--- src/rtl/collision_tracker.sv ---
// Per-frame sprite overlap detector: counts overlapping drawn pixels per sprite and publishes flags at frame_start.
// Optional COLLISION_STICKY_EN: flags accumulate across frames until the consumer acknowledges.
module collision_tracker #(
  parameter int unsigned NUM_SPRITES = 17,
  parameter int unsigned MIN_OVERLAP = 2
) (
  input  logic                     Clk,
  input  logic                     Reset,
  input  logic                     frame_start,
  input  logic                     pixel_en,
  input  logic [4*NUM_SPRITES-1:0] sprite_codes,
  input  logic                     collision_ack,
  output logic [NUM_SPRITES-1:0]   collision,
  output logic                     collision_valid
);

  localparam int unsigned CNT_W = 4;

  typedef enum logic {ARM, SCAN} state_t;

  state_t                 state;
  logic [NUM_SPRITES-1:0] hit;
  logic                   en_d;
  logic [CNT_W-1:0]       cnt [NUM_SPRITES];

  logic [NUM_SPRITES-1:0] hit_c;
  logic [NUM_SPRITES-1:0] flags_c;
  logic [NUM_SPRITES-1:0] latch_c;
  logic                   overlap_c;

  // A sprite is drawn on this pixel when its colour code is non-transparent.
  always_comb begin
    hit_c = '0;
    for (int i = 0; i < int'(NUM_SPRITES); i++) begin
      hit_c[i] = (sprite_codes[4*i +: 4] != 4'h0);
    end
  end

  always_comb begin
    overlap_c = en_d && ($countones(hit) >= 2);
    flags_c   = '0;
    for (int i = 0; i < int'(NUM_SPRITES); i++) begin
      flags_c[i] = (cnt[i] == CNT_W'(MIN_OVERLAP));
    end
  end

  // An ack arriving with the latch means the old data was consumed, so it does not accumulate.
`ifdef COLLISION_STICKY_EN
  always_comb begin
    latch_c = flags_c;
    if (collision_valid && !collision_ack) begin
      latch_c = collision | flags_c;
    end
  end
`else
  always_comb begin
    latch_c = flags_c;
  end
`endif

  // Stage 1: registered pixel snapshot.
  always_ff @(posedge Clk) begin
    if (Reset) begin
      hit  <= '0;
      en_d <= 1'b0;
    end else begin
      hit  <= hit_c;
      en_d <= pixel_en;
    end
  end

  // Frame FSM, per-sprite saturating counters and the published result.
  always_ff @(posedge Clk) begin
    if (Reset) begin
      state           <= ARM;
      collision       <= '0;
      collision_valid <= 1'b0;
      for (int i = 0; i < int'(NUM_SPRITES); i++) begin
        cnt[i] <= '0;
      end
    end else begin
      if (collision_ack) begin
        collision_valid <= 1'b0;
      end
      case (state)
        ARM: begin
          if (frame_start) begin
            state <= SCAN;
          end
        end
        SCAN: begin
          if (frame_start) begin
            collision       <= latch_c;
            collision_valid <= 1'b1;
            for (int i = 0; i < int'(NUM_SPRITES); i++) begin
              cnt[i] <= '0;
            end
          end else begin
            for (int i = 0; i < int'(NUM_SPRITES); i++) begin
              if (overlap_c && hit[i] && (cnt[i] < CNT_W'(MIN_OVERLAP))) begin
                cnt[i] <= cnt[i] + CNT_W'(1);
              end
            end
          end
        end
        default: state <= ARM;
      endcase
    end
  end

endmodule

--- config.mk ---
export PLATFORM = sky130hd
export DESIGN_NAME = collision_tracker
export DESIGN_NICKNAME = d
export VERILOG_FILES = /design/src/rtl/collision_tracker.sv
export SDC_FILE = /design/constraint.sdc
export NUM_CORES = 1
export LEC_CHECK = 0
export CORE_UTILIZATION = 58
export DETAILED_ROUTE_END_ITERATION = 7
export GPL_ROUTABILITY_DRIVEN = 0
export HOLD_SLACK_MARGIN = 0.02
export PLACE_DENSITY_LB_ADDON = 0.25
export SKIP_LAST_GASP = 1
export SYNTH_ARGS = -nofsm -noshare
export SYNTH_HDL_FRONTEND = slang
export SYNTH_SLANG_ARGS = --single-unit
--- constraint.sdc ---
create_clock -name Clk -period 11.1 [get_ports Clk]
set_input_delay 1.665 -clock Clk [delete_from_list [all_inputs] [get_ports Clk]]
set_output_delay 1.665 -clock Clk [all_outputs]
set_load 0.1 [all_outputs]
==> impl_metrics.csv, run 1 <==
group,metric,value,unit
placed_design,hpwlAfterDp,8280,um
sta,holdWs,454.7,ps
routing,wirelength,11640,um
sta,setup_viol_count_final,0,
worst_setup_path,criticalPathCategory,"reg -> reg",
global_route,grt_start_max_net_pins,52,
flow_run,maxCapViolations,0,
cts,number_of_buffers_created_by_cts,9,
routing,routed_length_on_met1,4953,um
hold_path,min_path_type,"reg -> reg",
die,design.die.area,9940,um^2
power,power_leakage,2.426,nW
die,fp-row-count,35,
routing,dr.first_iter.drc_count,210,
worst_setup_path,crit_chain,"inv_1, fa_1, fa_1, fa_1, fa_1, inv_1, fa_1, inv_1, fa_1, or3b_4, o21ai_1, nor2_4, nand3_2, buf_4, a21oi_1",
worst_setup_path,worst_ep_required_time,11320,ps
sta,timing.final.crit_share,0.5183,
synthesis,total_of_flip_flops_plus_latches_after_synthesis,105,
cts,cts_root_buf,"sky130_fd_sc_hd__clkbuf_8",
final_layout,layout-area-overhead-vs-synth,19.53,%
sta,final.min_clock_period,5753,ps
final_layout,layout.area.seq,2783,um^2
sta,achievable_frequency,173.8,MHz
synthesis,mappedNetlistArea,5537,um^2
worst_setup_path,cpMaxStageDelayCell,"sky130_fd_sc_hd__nand3_2",
worst_setup_path,cp_common_cell,"sky130_fd_sc_hd__fa_1",
worst_setup_path,slowest_delay,680,ps
routing,routed-via-count,4012,
routing,wl_per_cell,16.58,um
synthesis,netlist_instances,492,
worst_setup_path,cp-end-kind,"flop",
synthesis,post_synth_num_cell_types,36,
cts,postCtsHoldBufs,0,
die,core_area,9240,um^2
global_route,antenna_violations_before_repair,0,
worst_setup_path,critPathArrivalTime,5970,ps
final_layout,layout.filler_cells,665,
cts,clkLatencyLatePin,370,ps
die,die-height,99.70,um
worst_setup_path,category_of_the_worst_setup_path_launch_point,"flop",
power,report.power.total,0.8809,mW
die,initial_utilization,0.5992,
sta,worstMarginPinSlew,982.4,ps
run_status,result_of_the_run,"completed",
global_route,gr-total-overflow,0,
final_layout,nNetsFinal,690,
worst_setup_path,crit_path_max_fanout,36,
cts,cts.sink_count,105,
worst_setup_path,crit_buf_inv,4,
global_route,grt_pass1_vias,3989,
routing,final_antenna_net_count,0,
final_layout,final_core_util,0.7162,
cts,htree_num_levels,3,
cts,worst_setup_hold_path_clk_slew,100,ps
routing,via_density_per_instance,5.715,
cts,cts_resized,0,
routing,drtPass1Iterations,5,
power,power_density,133.1,nW/um^2
final_layout,drive_gt1_frac,0.07679,
cts,cts_buffer_depth,2,
cts,tritoncts_clock_tree,"yes",
synthesis,synth_fp_nets,614,
global_route,groute.usage.overall,0.2504,
routing,drc,0,
global_route,grt_first_pass_wirelength,19280,um
synthesis,ys_warn_count,0,
worst_setup_path,timing.critical_path.max_delay_family,"adder cells",
cts,cts.repair_timing.setup_buffer_count,0,
sta,setup_repair_after_global_routing_missed_its_margin,"false",
sta,setup_tns,0,ps
synthesis,sequential_area_share_after_synthesis,0.5026,
final_layout,antenna_cells,0,
sta,final-max-slew-violation-count,0,
sta,worst_clock_skew,13.13,ps
power,ir_drop,0.07434,mV
synthesis,synthesized_area_per_cell,11.25,um^2
sta,slew-limit-headroom,0.3430,
die,boundary_pin_count,91,
final_layout,multi_input_area,2424,um^2
placed_design,numPortBuffers,90,
routing,uppermost_signal_routing_layer_after_detailed_routing,"met4",
routing,wl_met3,694,um
sta,final_hold_viol_count,0,
die,fp.dieW,99.70,um
routing,wl_met2,5841,um
## power breakdown
group	leakage [nW]	switching, mW	internal, mW
clock	0.0847	0.133	0.0814
combinational	1.32	0.105	0.0943
sequential	1.02	0.0254	0.441
## cell families (layout without fill, tap and decap cells)
| kind of cell | count (synthesis) | in the layout | synth area share |
|---|---|---|---|
| XOR/XNOR | 34 | 34 | 0.05378 |
| buffers and inverters | 71 | 152 | 0.05966 |
| flip-flops | 105 | 105 | 0.5026 |
| AO/OA/AOI/OAI | 106 | 106 | 0.1333 |
| AND/OR/NAND/NOR | 127 | 127 | 0.1250 |
| adder cells (fa/ha/maj) | 49 | 49 | 0.1257 |
## worst reg2reg max path, cell delays in order (launching register included)
cell and delay, ps:
sky130_fd_sc_hd__dfxtp_1 370, sky130_fd_sc_hd__inv_1 70, sky130_fd_sc_hd__fa_1 520, sky130_fd_sc_hd__fa_1 440, sky130_fd_sc_hd__fa_1 480, sky130_fd_sc_hd__fa_1 500, sky130_fd_sc_hd__inv_1 50, sky130_fd_sc_hd__fa_1 430
sky130_fd_sc_hd__inv_1 100, sky130_fd_sc_hd__fa_1 410, sky130_fd_sc_hd__or3b_4 270, sky130_fd_sc_hd__o21ai_1 110, sky130_fd_sc_hd__nor2_4 380, sky130_fd_sc_hd__nand3_2 690, sky130_fd_sc_hd__buf_4 560, sky130_fd_sc_hd__a21oi_1 220
## layout make-up
class | instances | area share
tap | 129 | 0.02439
clock inverter | 7 | 0.006996
clock buffer | 9 | 0.01872
sequential | 105 | 0.4205
timing repair buffer | 93 | 0.1388
multi-input combinational | 316 | 0.3662
inverter | 43 | 0.02439
## per-layer routing
metal	GRT usage	up-vias
li1	-	1920
met1	0.3271	1925
met2	0.4265	150
met3	0.04427	17
met4	0.07579	0
met5	0	-
## registers in the layout, summed over array words and instances, names as in the netlist
signal,flops
cnt,68
collision,17
hit,17
collision_valid,1
en_d,1
state,1
## cell usage in the layout (no fill, tap or decap), drive strengths merged, types with 3 or more instances in the layout
cell type / synthesis / final
ha: 38 / 38
dfxtp: 37 / 37
nor4b: 12 / 12
nor2: 38 / 38
a21oi: 73 / 73
nand3: 23 / 23
clkinv: 0 / 5
edfxtp: 68 / 68
xnor2: 17 / 17
inv: 43 / 44
clkbuf: 12 / 9
nand2b: 3 / 3
a311o: 12 / 12
buf: 16 / 4
a22oi: 13 / 13
nor4: 21 / 21
nor3: 13 / 13
o21ai: 5 / 5
nand2: 8 / 8
fa: 11 / 11
nand4b: 3 / 3
clkdlybuf4s50: 0 / 89
xor2: 17 / 17
## final timing paths
check | start | end | slack (ps) | cells after the start
max reg2reg | hit[7] | cnt[0][43] | 5350 | 15
min | collision[11] | collision[11] | 450 | 2
max | hit[7] | cnt[0][43] | 5350 | 15
min reg2reg | collision[11] | collision[11] | 450 | 2
## synthesized netlist by cell type
cell,n,share of area
sky130_fd_sc_hd__o31ai_1,1,0.0014
sky130_fd_sc_hd__o21ai_0,3,0.0027
sky130_fd_sc_hd__a22oi_1,13,0.018
sky130_fd_sc_hd__or3b_4,1,0.0020
sky130_fd_sc_hd__nand2_1,8,0.0054
sky130_fd_sc_hd__nand3_1,22,0.020
sky130_fd_sc_hd__nor4b_1,12,0.019
sky130_fd_sc_hd__nand3_2,1,0.0018
sky130_fd_sc_hd__nor2_4,1,0.0020
sky130_fd_sc_hd__and2_1,1,0.0011
sky130_fd_sc_hd__xor2_1,17,0.027
sky130_fd_sc_hd__nand3b_1,1,0.0014
sky130_fd_sc_hd__edfxtp_1,68,0.37
sky130_fd_sc_hd__o21ai_1,1,0.00090
sky130_fd_sc_hd__buf_2,9,0.0081
sky130_fd_sc_hd__a311o_1,12,0.022
sky130_fd_sc_hd__nand4b_1,3,0.0047
sky130_fd_sc_hd__inv_1,43,0.029
sky130_fd_sc_hd__a21oi_2,20,0.032
sky130_fd_sc_hd__nor2b_1,1,0.0011
sky130_fd_sc_hd__ha_1,38,0.086
sky130_fd_sc_hd__clkbuf_1,12,0.0081
sky130_fd_sc_hd__nor4_1,21,0.024
sky130_fd_sc_hd__buf_6,7,0.014
sky130_fd_sc_hd__or2_2,1,0.0011
sky130_fd_sc_hd__nor3b_1,1,0.0014
sky130_fd_sc_hd__nor3_1,13,0.012
sky130_fd_sc_hd__a21oi_1,53,0.048
sky130_fd_sc_hd__dfxtp_1,37,0.13
sky130_fd_sc_hd__o2111ai_1,1,0.0016
sky130_fd_sc_hd__o21ai_4,1,0.0029
sky130_fd_sc_hd__fa_1,11,0.040
sky130_fd_sc_hd__nand2b_1,3,0.0034
sky130_fd_sc_hd__xnor2_1,17,0.027
sky130_fd_sc_hd__a2111oi_4,1,0.0050
sky130_fd_sc_hd__nor2_1,37,0.025
## stage by stage
step	cell area [um^2]	cells	worst slack [ps]
final	6618	702	5347
after global routing	6618	702	5046
after detailed placement	6447	686	5433
after CTS	6618	702	5390
after global placement	6447	686	5597
after floorplan	5537	492	6390
Note: power is estimated with default switching activity, not from simulation.
==> inputs of run 2 (changes only) <==
Settings changed: CORE_UTILIZATION 58 to 49.
Clock period 11.1 ns to 4.65 ns, I/O delays scaled along.
==> run 2 against run 1 <==
The run now ends with setup timing left; final cell count up 7.5%; worst hold slack better by 4.1 ps; clock skew down 1.5 ps; utilization down 1.3 points; non-clock buffer count up 42; power rose to 2.9 times the previous value; first-iteration DRC count up 36%; sequential power up 140%; combinational power rose to 3.1 times the previous value; die area up 18%; maximum frequency up 17%.
==> impl_metrics.csv, run 2 (synthesis gave the netlist of run 1 again) <==
group,metric,value,unit
hold_path,min_path_type,"reg -> reg",
run_status,result_of_the_run,"finished, violations left",
final_layout,mostFrequentLayoutCell,"sky130_fd_sc_hd__clkdlybuf4s50_1",
sta,setup_repair_after_global_routing_missed_its_margin,"true",
die,fp.dieW,108.3,um
cts,worst_setup_hold_path_clk_slew,70,ps
sta,setup_slack,-254.0,ps
final_layout,layout-area-overhead-vs-synth,38.80,%
routing,dr.first_iter.drc_count,285,
routing,routed-via-count,4360,
final_layout,nNetsFinal,732,
routing,drtPass1Iterations,4,
global_route,grt_pass1_vias,4539,
cts,cts_root_buf,"sky130_fd_sc_hd__clkbuf_16",
worst_setup_path,cp-end-kind,"flop",
global_route,grt_start_max_net_pins,52,
final_layout,final_core_util,0.7027,
final_layout,layout.cells.non_filler,755,
die,boundary_pin_count,91,
sta,final.min_clock_period,4904,ps
cts,postCtsHoldBufs,0,
worst_setup_path,r2r_slack,-250,ps
global_route,groute.usage.overall,0.2525,
worst_setup_path,slowest_delay,550,ps
worst_setup_path,timing.critical_path.max_delay_family,"adder cells",
routing,final_antenna_net_count,0,
final_layout,layout_top_registers,"cnt x68, collision x17, hit x17",
cts,number_of_buffers_created_by_cts,9,
routing,drc,0,
power,power_leakage,2.887,nW
worst_setup_path,category_of_the_worst_setup_path_launch_point,"flop",
final_layout,final_cell_mix,"sky130_fd_sc_hd__clkdlybuf4s50_1 (89), sky130_fd_sc_hd__edfxtp_1 (68), sky130_fd_sc_hd__a21oi_2 (47)",
worst_setup_path,crit_chain,"inv_1, fa_1, fa_1, fa_1, fa_1, inv_1, fa_2, inv_2, fa_1, or3b_4, a2111oi_4, nor2_4, nand3_4, buf_12, buf_12, buf_16, a21oi_2",
placed_design,placedInstanceArea,6579,um^2
power,ir_drop,0.2345,mV
sta,holdWs,458.8,ps
worst_setup_path,crit_buf_inv,6,
routing,via_density_per_instance,5.775,
sta,final-max-slew-violation-count,0,
final_layout,largest-register,"cnt",
worst_setup_path,criticalPathCategory,"reg -> reg",
cts,cts_buffer_depth,2,
placed_design,post-place-cells,707,
sta,slew-limit-headroom,0.3472,
die,design.die.area,11730,um^2
run_status,violations_in_the_final_reports,"setup timing",
sta,final_hold_viol_count,0,
die,initial_utilization,0.5063,
cts,tritoncts_clock_tree,"yes",
sta,setup_viol_count_final,128,
sta,timing.final.crit_share,1.055,
power,power_density,329.7,nW/um^2
sta,setup_tns,-25240,ps
die,fp-row-count,38,
global_route,grt_first_pass_wirelength,22380,um
sta,worst_clock_skew,11.62,ps
final_layout,largest_reg_flops,68,
sta,worstMarginPinSlew,976.1,ps
cts,htree_num_levels,3,
placed_design,numPortBuffers,90,
worst_setup_path,cpMaxStageDelayCell,"sky130_fd_sc_hd__fa_1",
worst_setup_path,critPathArrivalTime,5010,ps
die,core_area,10940,um^2
final_layout,drive_gt1_frac,0.2130,
worst_setup_path,worst_ep_required_time,4750,ps
worst_setup_path,crit_path_max_fanout,8,
cts,clkLatencyLatePin,350,ps
placed_design,hpwlAfterDp,8395,um
worst_setup_path,cp_common_cell,"sky130_fd_sc_hd__fa_1",
power,report.power.total,2.534,mW
placed_design,preCtsSetupSlack,-233.5,ps
flow_run,maxCapViolations,0,
final_layout,antenna_cells,0,
routing,wl_per_cell,19.50,um
final_layout,post_layout_instance_area,7685,um^2
cts,cts.sink_count,105,
sta,achievable_frequency,203.9,MHz
die,die-height,108.3,um
global_route,antenna_violations_before_repair,0,
routing,wirelength,14720,um
global_route,gr-total-overflow,0,
run 2: cell types whose count changed in the layout (fill, tap and decap cells not counted), sizes merged:
cell / previous run / this run
buf: 4 / 41
clkbuf: 9 / 13
clkinv: 5 / 2
bufbuf: 0 / 1
bufinv: 0 / 1
clkinvlp: 1 / 2
inv: 44 / 45
run 2: worst register-to-register path: stages, from the launching register on:
cell	delay [ps]
sky130_fd_sc_hd__dfxtp_2	340
sky130_fd_sc_hd__inv_1	60
sky130_fd_sc_hd__fa_1	550
sky130_fd_sc_hd__fa_1	440
sky130_fd_sc_hd__fa_1	550
sky130_fd_sc_hd__fa_1	420
sky130_fd_sc_hd__inv_1	80
sky130_fd_sc_hd__fa_2	220
sky130_fd_sc_hd__inv_2	50
sky130_fd_sc_hd__fa_1	510
sky130_fd_sc_hd__or3b_4	420
sky130_fd_sc_hd__a2111oi_4	300
sky130_fd_sc_hd__nor2_4	130
sky130_fd_sc_hd__nand3_4	150
sky130_fd_sc_hd__buf_12	140
sky130_fd_sc_hd__buf_12	120
sky130_fd_sc_hd__buf_16	140
sky130_fd_sc_hd__a21oi_2	60
run 2: cell type report:
cell class                 instances  area, um^2
inverter                          43       161.4
clock inverter                     7       78.83
clock buffer                       9       225.2
multi-input combinational        316        2618
fill                             744        3251
sequential                       105        2788
timing repair buffer             135        1639
tap                              140       175.2
run 2: report_power, final:
part / total, mW / switching, mW / internal, mW
sequential: 1.12 / 0.0624 / 1.05
combinational: 0.624 / 0.327 / 0.297
clock: 0.793 / 0.369 / 0.424
total: 2.53 / 0.758 / 1.78
run 2: what timing repair did:
action / CTS / global route
hold endpoints to repair: 0 / 0
pin swaps: 22 / 13
resized for setup: 42 / 48
setup buffers: 18 / 6
cloned: 11 / 6
setup endpoints to repair: 136 / 136
run 2: worst paths after layout:
kind / startpoint / end / depth (start not counted)
max: hit[5] / cnt[0][67] / 17
min: collision[11] / collision[11] / 2
max reg2reg: hit[5] / cnt[0][67] / 17
min reg2reg: collision[11] / collision[11] / 2
run 2: metal layers:
metal | up-vias | GRT usage | routed length [um]
li1 | 2015 | - | -
met1 | 2165 | 0.3083 | 6106
met2 | 160 | 0.4509 | 7550
met3 | 20 | 0.04400 | 786
met4 | 0 | 0.08301 | 276
met5 | - | 0 | 0
==> inputs of run 3 (changes only) <==
Settings changed: CORE_UTILIZATION 49 to 58.
Clock period 4.65 ns to 6 ns, I/O delays scaled along.
==> run 3 against run 2 <==
The flow now finishes without violations; combinational power decreased by 40%; clock power is 37% lower; critical path type unchanged; first-iteration DRC count down 28%; final cell count is 6.8% lower; critical path depth down 2; largest power group unchanged; via count down 8.1%; maximum frequency fell by 7.8%; global-route usage shrank 0.14 points; count of clock-buffer cells in the layout grew 3.
==> impl_metrics.csv, run 3 (synthesis gave the netlist of run 1 again) <==
group,metric,value,unit
run_status,result_of_the_run,"completed",
worst_setup_path,category_of_the_worst_setup_path_launch_point,"flop",
routing,drc,0,
worst_setup_path,cp-end-kind,"flop",
final_layout,final_cell_mix,"sky130_fd_sc_hd__clkdlybuf4s50_1 (89), sky130_fd_sc_hd__edfxtp_1 (68), sky130_fd_sc_hd__a21oi_1 (53)",
worst_setup_path,crit_path_max_fanout,43,
routing,wirelength,11520,um
global_route,grt_first_pass_wirelength,19220,um
final_layout,mostFrequentLayoutCell,"sky130_fd_sc_hd__clkdlybuf4s50_1",
cts,cts_root_buf,"sky130_fd_sc_hd__clkbuf_8",
sta,achievable_frequency,188.1,MHz
global_route,grt_pass1_vias,4034,
routing,via_density_per_instance,5.693,
final_layout,largest_reg_flops,68,
global_route,gr-total-overflow,0,
cts,htree_num_levels,3,
hold_path,min_path_type,"reg -> reg",
die,design.die.area,9940,um^2
routing,dr.first_iter.drc_count,204,
sta,slew-limit-headroom,0.3337,
cts,number_of_buffers_created_by_cts,9,
final_layout,antenna_cells,0,
final_layout,layout-area-overhead-vs-synth,21.13,%
routing,drtPass1Iterations,4,
cts,cts.repair_timing.setup_buffer_count,0,
power,report.power.total,1.733,mW
placed_design,post-place-cells,688,
routing,routed-via-count,4008,
cts,clkLatencyLatePin,370,ps
cts,cts_resized,0,
global_route,groute.usage.overall,0.2511,
sta,setup_viol_count_final,0,
worst_setup_path,crit_chain,"inv_1, fa_1, fa_1, fa_1, fa_1, inv_1, fa_1, inv_1, fa_1, or3b_4, a2111oi_4, nor2_4, o21ai_4, buf_12, a21oi_1",
power,ir_drop,0.1483,mV
die,die-height,99.70,um
worst_setup_path,worst_ep_required_time,6110,ps
die,fp-row-count,35,
worst_setup_path,slowest_delay,560,ps
worst_setup_path,cp_common_cell,"sky130_fd_sc_hd__fa_1",
power,power_leakage,2.470,nW
sta,worst_clock_skew,12.60,ps
cts,cts.sink_count,105,
sta,final_hold_viol_count,0,
sta,worstMarginPinSlew,996.3,ps
die,initial_utilization,0.5992,
final_layout,largest-register,"cnt",
routing,final_antenna_net_count,0,
power,power_density,258.4,nW/um^2
sta,timing.final.crit_share,0.8863,
cts,tritoncts_clock_tree,"yes",
worst_setup_path,criticalPathCategory,"reg -> reg",
placed_design,numPortBuffers,90,
die,boundary_pin_count,91,
sta,final.min_clock_period,5318,ps
placed_design,hpwlAfterDp,8135,um
routing,wl_per_cell,16.36,um
worst_setup_path,critPathArrivalTime,5430,ps
flow_run,maxCapViolations,0,
global_route,grt_start_max_net_pins,52,
final_layout,nNetsFinal,692,
cts,cts_buffer_depth,2,
cts,worst_setup_hold_path_clk_slew,100,ps
global_route,antenna_violations_before_repair,0,
die,fp.dieW,99.70,um
cts,postCtsHoldBufs,0,
sta,setup_repair_after_global_routing_missed_its_margin,"false",
final_layout,layout.cells.non_filler,704,
placed_design,preCtsSetupSlack,708.3,ps
sta,final-max-slew-violation-count,0,
sta,setup_tns,0,ps
die,core_area,9240,um^2
final_layout,layout_top_registers,"cnt x68, collision x17, hit x17",
final_layout,drive_gt1_frac,0.08174,
worst_setup_path,cpMaxStageDelayCell,"sky130_fd_sc_hd__fa_1",
sta,setup_slack,682.3,ps
run 3: power by group:
part	switching, mW	leakage, nW	internal (mW)
combinational	0.196	1.33	0.175
sequential	0.0457	1.02	0.817
clock	0.240	0.113	0.259
run 3: routing by layer:
layer,share of wire,GRT usage
met5,0,0
met4,0.015,0.09050
met3,0.056,0.04779
met2,0.52,0.4387
met1,0.41,0.3099
run 3: path summary, 6_finish.rpt:
check,from,end,slack [ps],depth (start not counted)
min,collision[12],collision[12],460,2
max,hit[0],cnt[0][43],680,15
max reg2reg,hit[0],cnt[0][43],680,15
min reg2reg,collision[12],collision[12],460,2
run 3: metrics by stage:
step                        util  area [um^2]  hold WS [ps]
after CTS                 0.7258         6706         466.3
after global placement    0.7007         6475         438.3
after detailed placement  0.7007         6475         452.8
final                     0.7258         6706         459.6
after global routing      0.7258         6706         491.8
after floorplan                -         5537         562.6
run 3: final cells by class:
cell class | instances | area (um^2)
Sequential cell | 105 | 2783
Fill cell | 653 | 2534
Multi-Input combinational cell | 316 | 2424
Timing Repair Buffer | 95 | 945.9
Inverter | 43 | 161.4
Tap cell | 129 | 161.4
Clock buffer | 12 | 155.1
Clock inverter | 4 | 76.32
run 3: worst max-delay path, delay by kind of cell, from the launching register on:
family | cells | cell delay [ps]
buffers and inverters | 4 | 540
AO/OA/AOI/OAI | 3 | 850
adder cells (fa/ha/maj) | 6 | 2720
flip-flops | 1 | 360
AND/OR/NAND/NOR | 2 | 560
==> RTL change 1 (flow settings as in run 2) <==
Add a define of `COLLISION_STICKY_EN`.
--- a/src/rtl/collision_tracker.sv
+++ b/src/rtl/collision_tracker.sv
@@ -1,4 +1,6 @@
 // Per-frame sprite overlap detector: counts overlapping drawn pixels per sprite and publishes flags at frame_start.
 // Optional COLLISION_STICKY_EN: flags accumulate across frames until the consumer acknowledges.
+`define COLLISION_STICKY_EN
+
 module collision_tracker #(
   parameter int unsigned NUM_SPRITES = 17,
Check against the original RTL: not equivalent (Yosys sat finds a counterexample within 10 cycles, from zero or initial values and one cycle with Reset high).
==> RTL change 1 against run 2 <==
Wire length decreased by 9.6%. First-iteration DRC count fell by 12%. Via count down 3.0%. Worst setup slack improved by 0.41 ns. Cell count decreased by 1.7%. Largest power group unchanged. Power fell by 0.97%. Cell area decreased by 7.7%. Sequential cell count is the same. Area after synthesis rose by 3.1%. Utilization down 7.9 points. Fmax is 9.2% higher. Non-clock buffer count down 21.
==> RTL change 1: results (changes against run 2) <==
sequential area share after synthesis 48.8% (was 50.3%); Gate power share 25.4% (was 24.6%); met2 Track Usage GR 40.0% (was 45.1%); DR WL/cell 17.9 um (was 19.5 um); Gate Count Post-Synth 503 (was 492); Post-Place Cell Area 6760 sq um (was 6580 sq um); Synth Net Count 625 (was 614); final WL 13300 um (was 14700 um); most frequent cells after synthesis edfxtp_1, nor2_1, a211oi_1, inv_1, ha_1 (was edfxtp_1, a21oi_1, inv_1, ha_1); Unique masters post-synth 32 (was 36); pin count of the biggest net entering global routing 41 (was 52); filler cell count 933 (was 744); Tightest Pin Transition 0.995 ns (was 0.976 ns); pre-CTS setup slack 0.126 ns (was -0.233 ns); met1 Use GR 31.1% (was 30.8%); first-pass GRT wire length 21400 um (was 22400 um); Max FO, Critical Path 12 (was 8); Total GRT Usage 23.9% (was 25.2%); sw frac 32.4% (was 29.9%); largest cells by area after synthesis edfxtp_1, dfxtp_1, ha_1, a211oi_1, a211oi_2 (was edfxtp_1, dfxtp_1, ha_1, a21oi_1, fa_1); met3 Use GR 5.63% (was 4.40%); CTS resizes 0 (was 42); Clk. pwr 0.776 mW (was 0.793 mW); outcome finished, final reports clean (was complete, but fails checks); DR vias/cell 5.70 (was 5.77); number of global-route vias before repair 4286 (was 4539); leak pwr 2.59 nW (was 2.89 nW); crit path DAT 4.54 ns (was 5.01 ns); DP HPWL 9290 um (was 8390 um)
## RTL change 1: cells by family (layout without fill, tap and decap cells)
| group | after synthesis | in the layout | synth area share [%] |
|---|---|---|---|
| adder cells (fa/ha/maj) | 49 | 49 | 12.2 |
| flip-flops | 105 | 105 | 48.8 |
| buffers and inverters | 76 | 172 | 5.96 |
| AND/OR/NAND/NOR | 134 | 134 | 12.3 |
| XOR/XNOR | 34 | 34 | 5.22 |
| AO/OA/AOI/OAI | 105 | 105 | 15.6 |
## RTL change 1: worst min-delay path, delay by kind of cell, from the launching register on
kind,cells,cell delay (ns)
flops,1,0.34
compound gates,1,0.06
simple gates,1,0.07
## RTL change 1: worst paths after layout
path	startpoint	end	slack, ns	cells after the start
max	hit[1]$_SDFF_PP0_	cnt[0][26]$_SDFFCE_PN0P_	0.16	14
min	collision[4]$_SDFFE_PP0P_	collision[4]$_SDFFE_PP0P_	0.50	2
max reg2reg	hit[1]$_SDFF_PP0_	cnt[0][26]$_SDFFCE_PN0P_	0.16	14
min reg2reg	collision[4]$_SDFFE_PP0P_	collision[4]$_SDFFE_PP0P_	0.50	2
## RTL change 1: timing repair
item	4_1_cts	5_1_grt
hold buffers	0	0
endpoints found under the setup margin	0	40
setup buffers	0	5
## RTL change 1: final cells by class
cell class | count | area, sq um | area share, %
repair buffers | 114 | 1080 | 15.2
clock inverters | 6 | 67.6 | 0.952
flip-flops and latches | 105 | 2780 | 39.2
clock buffers | 10 | 229 | 3.23
inverters | 42 | 158 | 2.22
well taps | 143 | 179 | 2.52
multi-input cells | 322 | 2600 | 36.6
## RTL change 1: per-layer routing
metal | up-vias | part of all wire [%]
li1 | 2029 | -
met1 | 2066 | 43
met2 | 125 | 49
met3 | 10 | 6.9
met4 | 0 | 1.2
met5 | - | 0
==> RTL change 2 (flow settings as in run 2) <==
Without the edit above. Reset style: asynchronous (`Reset`), changed in 2 clocked blocks.
--- a/src/rtl/collision_tracker.sv
+++ b/src/rtl/collision_tracker.sv
@@ -60,5 +60,5 @@
 
   // Stage 1: registered pixel snapshot.
-  always_ff @(posedge Clk) begin
+  always_ff @(posedge Clk or posedge Reset) begin
     if (Reset) begin
       hit  <= '0;
@@ -71,5 +71,5 @@
 
   // Frame FSM, per-sprite saturating counters and the published result.
-  always_ff @(posedge Clk) begin
+  always_ff @(posedge Clk or posedge Reset) begin
     if (Reset) begin
       state           <= ARM;
Check against the original RTL: differs if Reset is asserted again (counterexample within 4 cycles, from zero or initial values and one cycle with Reset high); with Reset held inactive, the same outputs for 4 cycles.
==> RTL change 2 against run 2 <==
Worst setup slack better by 0.38 ns. Area after synthesis down 6.1%. Wire length down 23%. Sequential cell count unchanged. Cell area down 16%. Die area down 6.0%. Utilization down 8.0 points. Power down 11%. Critical path type unchanged. Critical endpoint is now cnt[60]$_DFFE_PP0P_. Highest routed layer unchanged.
==> RTL change 2: results (changes against run 2) <==
outcome finished, final reports clean (was complete, but fails checks); CTS clk-pin slew, worst paths 0.10 ns (was 0.07 ns); Total GRT Usage 22.6% (was 25.2%); leak pwr 2.99 nW (was 2.89 nW); fraction of layout cells with a size suffix above 1 6.63% (was 21.3%); DP HPWL 8100 um (was 8390 um); post-synth top area share 50.5% (was 36.9%); initial drt markers 204 (was 285); CTS max path bufs 2 (unchanged); DR vias/cell 5.62 (was 5.77); sequential area share after synthesis 50.5% (was 50.3%); pre-CTS setup slack 0.148 ns (was -0.233 ns); CTS root buffer clkbuf_8 (was clkbuf_16); clock skew 0.0102 ns (was 0.0116 ns); Max FO, Critical Path 12 (was 8); clock latency on the worst-skew pair 0.39 ns (was 0.35 ns); CP max stage delay 0.57 ns (was 0.55 ns); maximum VDD drop 0.217 mV (was 0.235 mV); nets@finish 690 (was 732); setup bufs post-CTS 0 (was 18); final WL 11400 um (was 14700 um); most frequent cells after synthesis dfrtp_1, inv_1, ha_1, nand2_1, nor2_1 (was edfxtp_1, a21oi_1, inv_1, ha_1); FFs w/ async S/R, synth 100% (was 0%); crit path DAT 4.81 ns (was 5.01 ns); pin count of the biggest net entering global routing 80 (was 52); cts bufs inserted 9 (unchanged); largest cells by area after synthesis dfrtp_1, ha_1, fa_1, inv_1, a22o_1 (was edfxtp_1, dfxtp_1, ha_1, a21oi_1, fa_1); Synth Warn # 0 (unchanged)
==> RTL change 2: changes by cell type in the layout (fill, tap and decap cells not counted), sizes merged, moves of 15 or more <==
cell / before / now
a21oi: 73 / 0
a22o: 0 / 15
and2: 1 / 18
buf: 41 / 9
dfrtp: 0 / 105
dfxtp: 37 / 0
edfxtp: 68 / 0
nand2: 8 / 31
or4: 0 / 17
xnor2: 17 / 0
xor2: 17 / 0
==> RTL change 2: cells by family (layout without fill, tap and decap cells) <==
logic type      count (synthesis)  in the layout  synth area share [%]
flops                         105            105                  50.5
buf+inv                        69            160                  5.37
simple gates                  181            181                  18.8
compound gates                 78             78                  11.9
fa+ha+maj                      49             49                  13.4
==> RTL change 2: path summary, 6_finish.rpt <==
| kind | from | end | slack, ns | depth (start not counted) |
|---|---|---|---|---|
| max | hit[7]$_DFF_PP0_ | cnt[60]$_DFFE_PP0P_ | 0.12 | 13 |
| min | collision[3]$_DFFE_PP0P_ | collision[3]$_DFFE_PP0P_ | 0.48 | 2 |
| max reg2reg | hit[7]$_DFF_PP0_ | cnt[60]$_DFFE_PP0P_ | 0.12 | 13 |
| min reg2reg | collision[3]$_DFFE_PP0P_ | collision[3]$_DFFE_PP0P_ | 0.48 | 2 |
| max in group asynchronous | Reset | collision[6]$_DFFE_PP0P_ | 2.83 | 3 |
| min in group asynchronous | Reset | cnt[11]$_DFFE_PP0P_ | 0.85 | 2 |
==> RTL change 2: repair_timing <==
action	in CTS	in global routing
hold endpoints to repair	0	0
setup endpoints to repair	0	11
hold buffers	0	0
resized for setup	0	1
==> RTL change 2: power breakdown <==
| group | leakage (nW) | internal, mW | switching, mW |
|---|---|---|---|
| combinational | 1.55 | 0.243 | 0.407 |
| clock | 0.0867 | 0.224 | 0.303 |
| sequential | 1.35 | 0.997 | 0.0780 |
| total | 2.99 | 1.46 | 0.787 |
==> RTL change 2: area by class of cell <==
| class | instances | area [sq um] |
|---|---|---|
| clock inverter | 2 | 12.5 |
| inverter | 45 | 171 |
| clock buffer | 14 | 163 |
| multi-input combinational | 308 | 2310 |
| sequential | 105 | 2630 |
| timing repair buffer | 99 | 981 |
| tap | 136 | 170 |
| fill | 856 | 3890 |
==> RTL change 2: through the flow <==
| step | area [sq um] | cells | hold WS (ns) |
|---|---|---|---|
| floorplan | 5200 | 482 | 0.458 |
| global placement | 6250 | 693 | 0.455 |
| detailed placement | 6250 | 693 | 0.462 |
| CTS | 6430 | 709 | 0.483 |
| global route | 6430 | 709 | 0.514 |
| finish | 6430 | 709 | 0.481 |
==> RTL change 2: layer usage <==
layer  up-vias  routed length [um]  GRT usage [%]
met1      1973                5270           30.6
met5         -                   0              0
met2       126                5430           36.4
met3        17                 462           3.87
met4         0                 227           8.95
li1       1870                   -              -
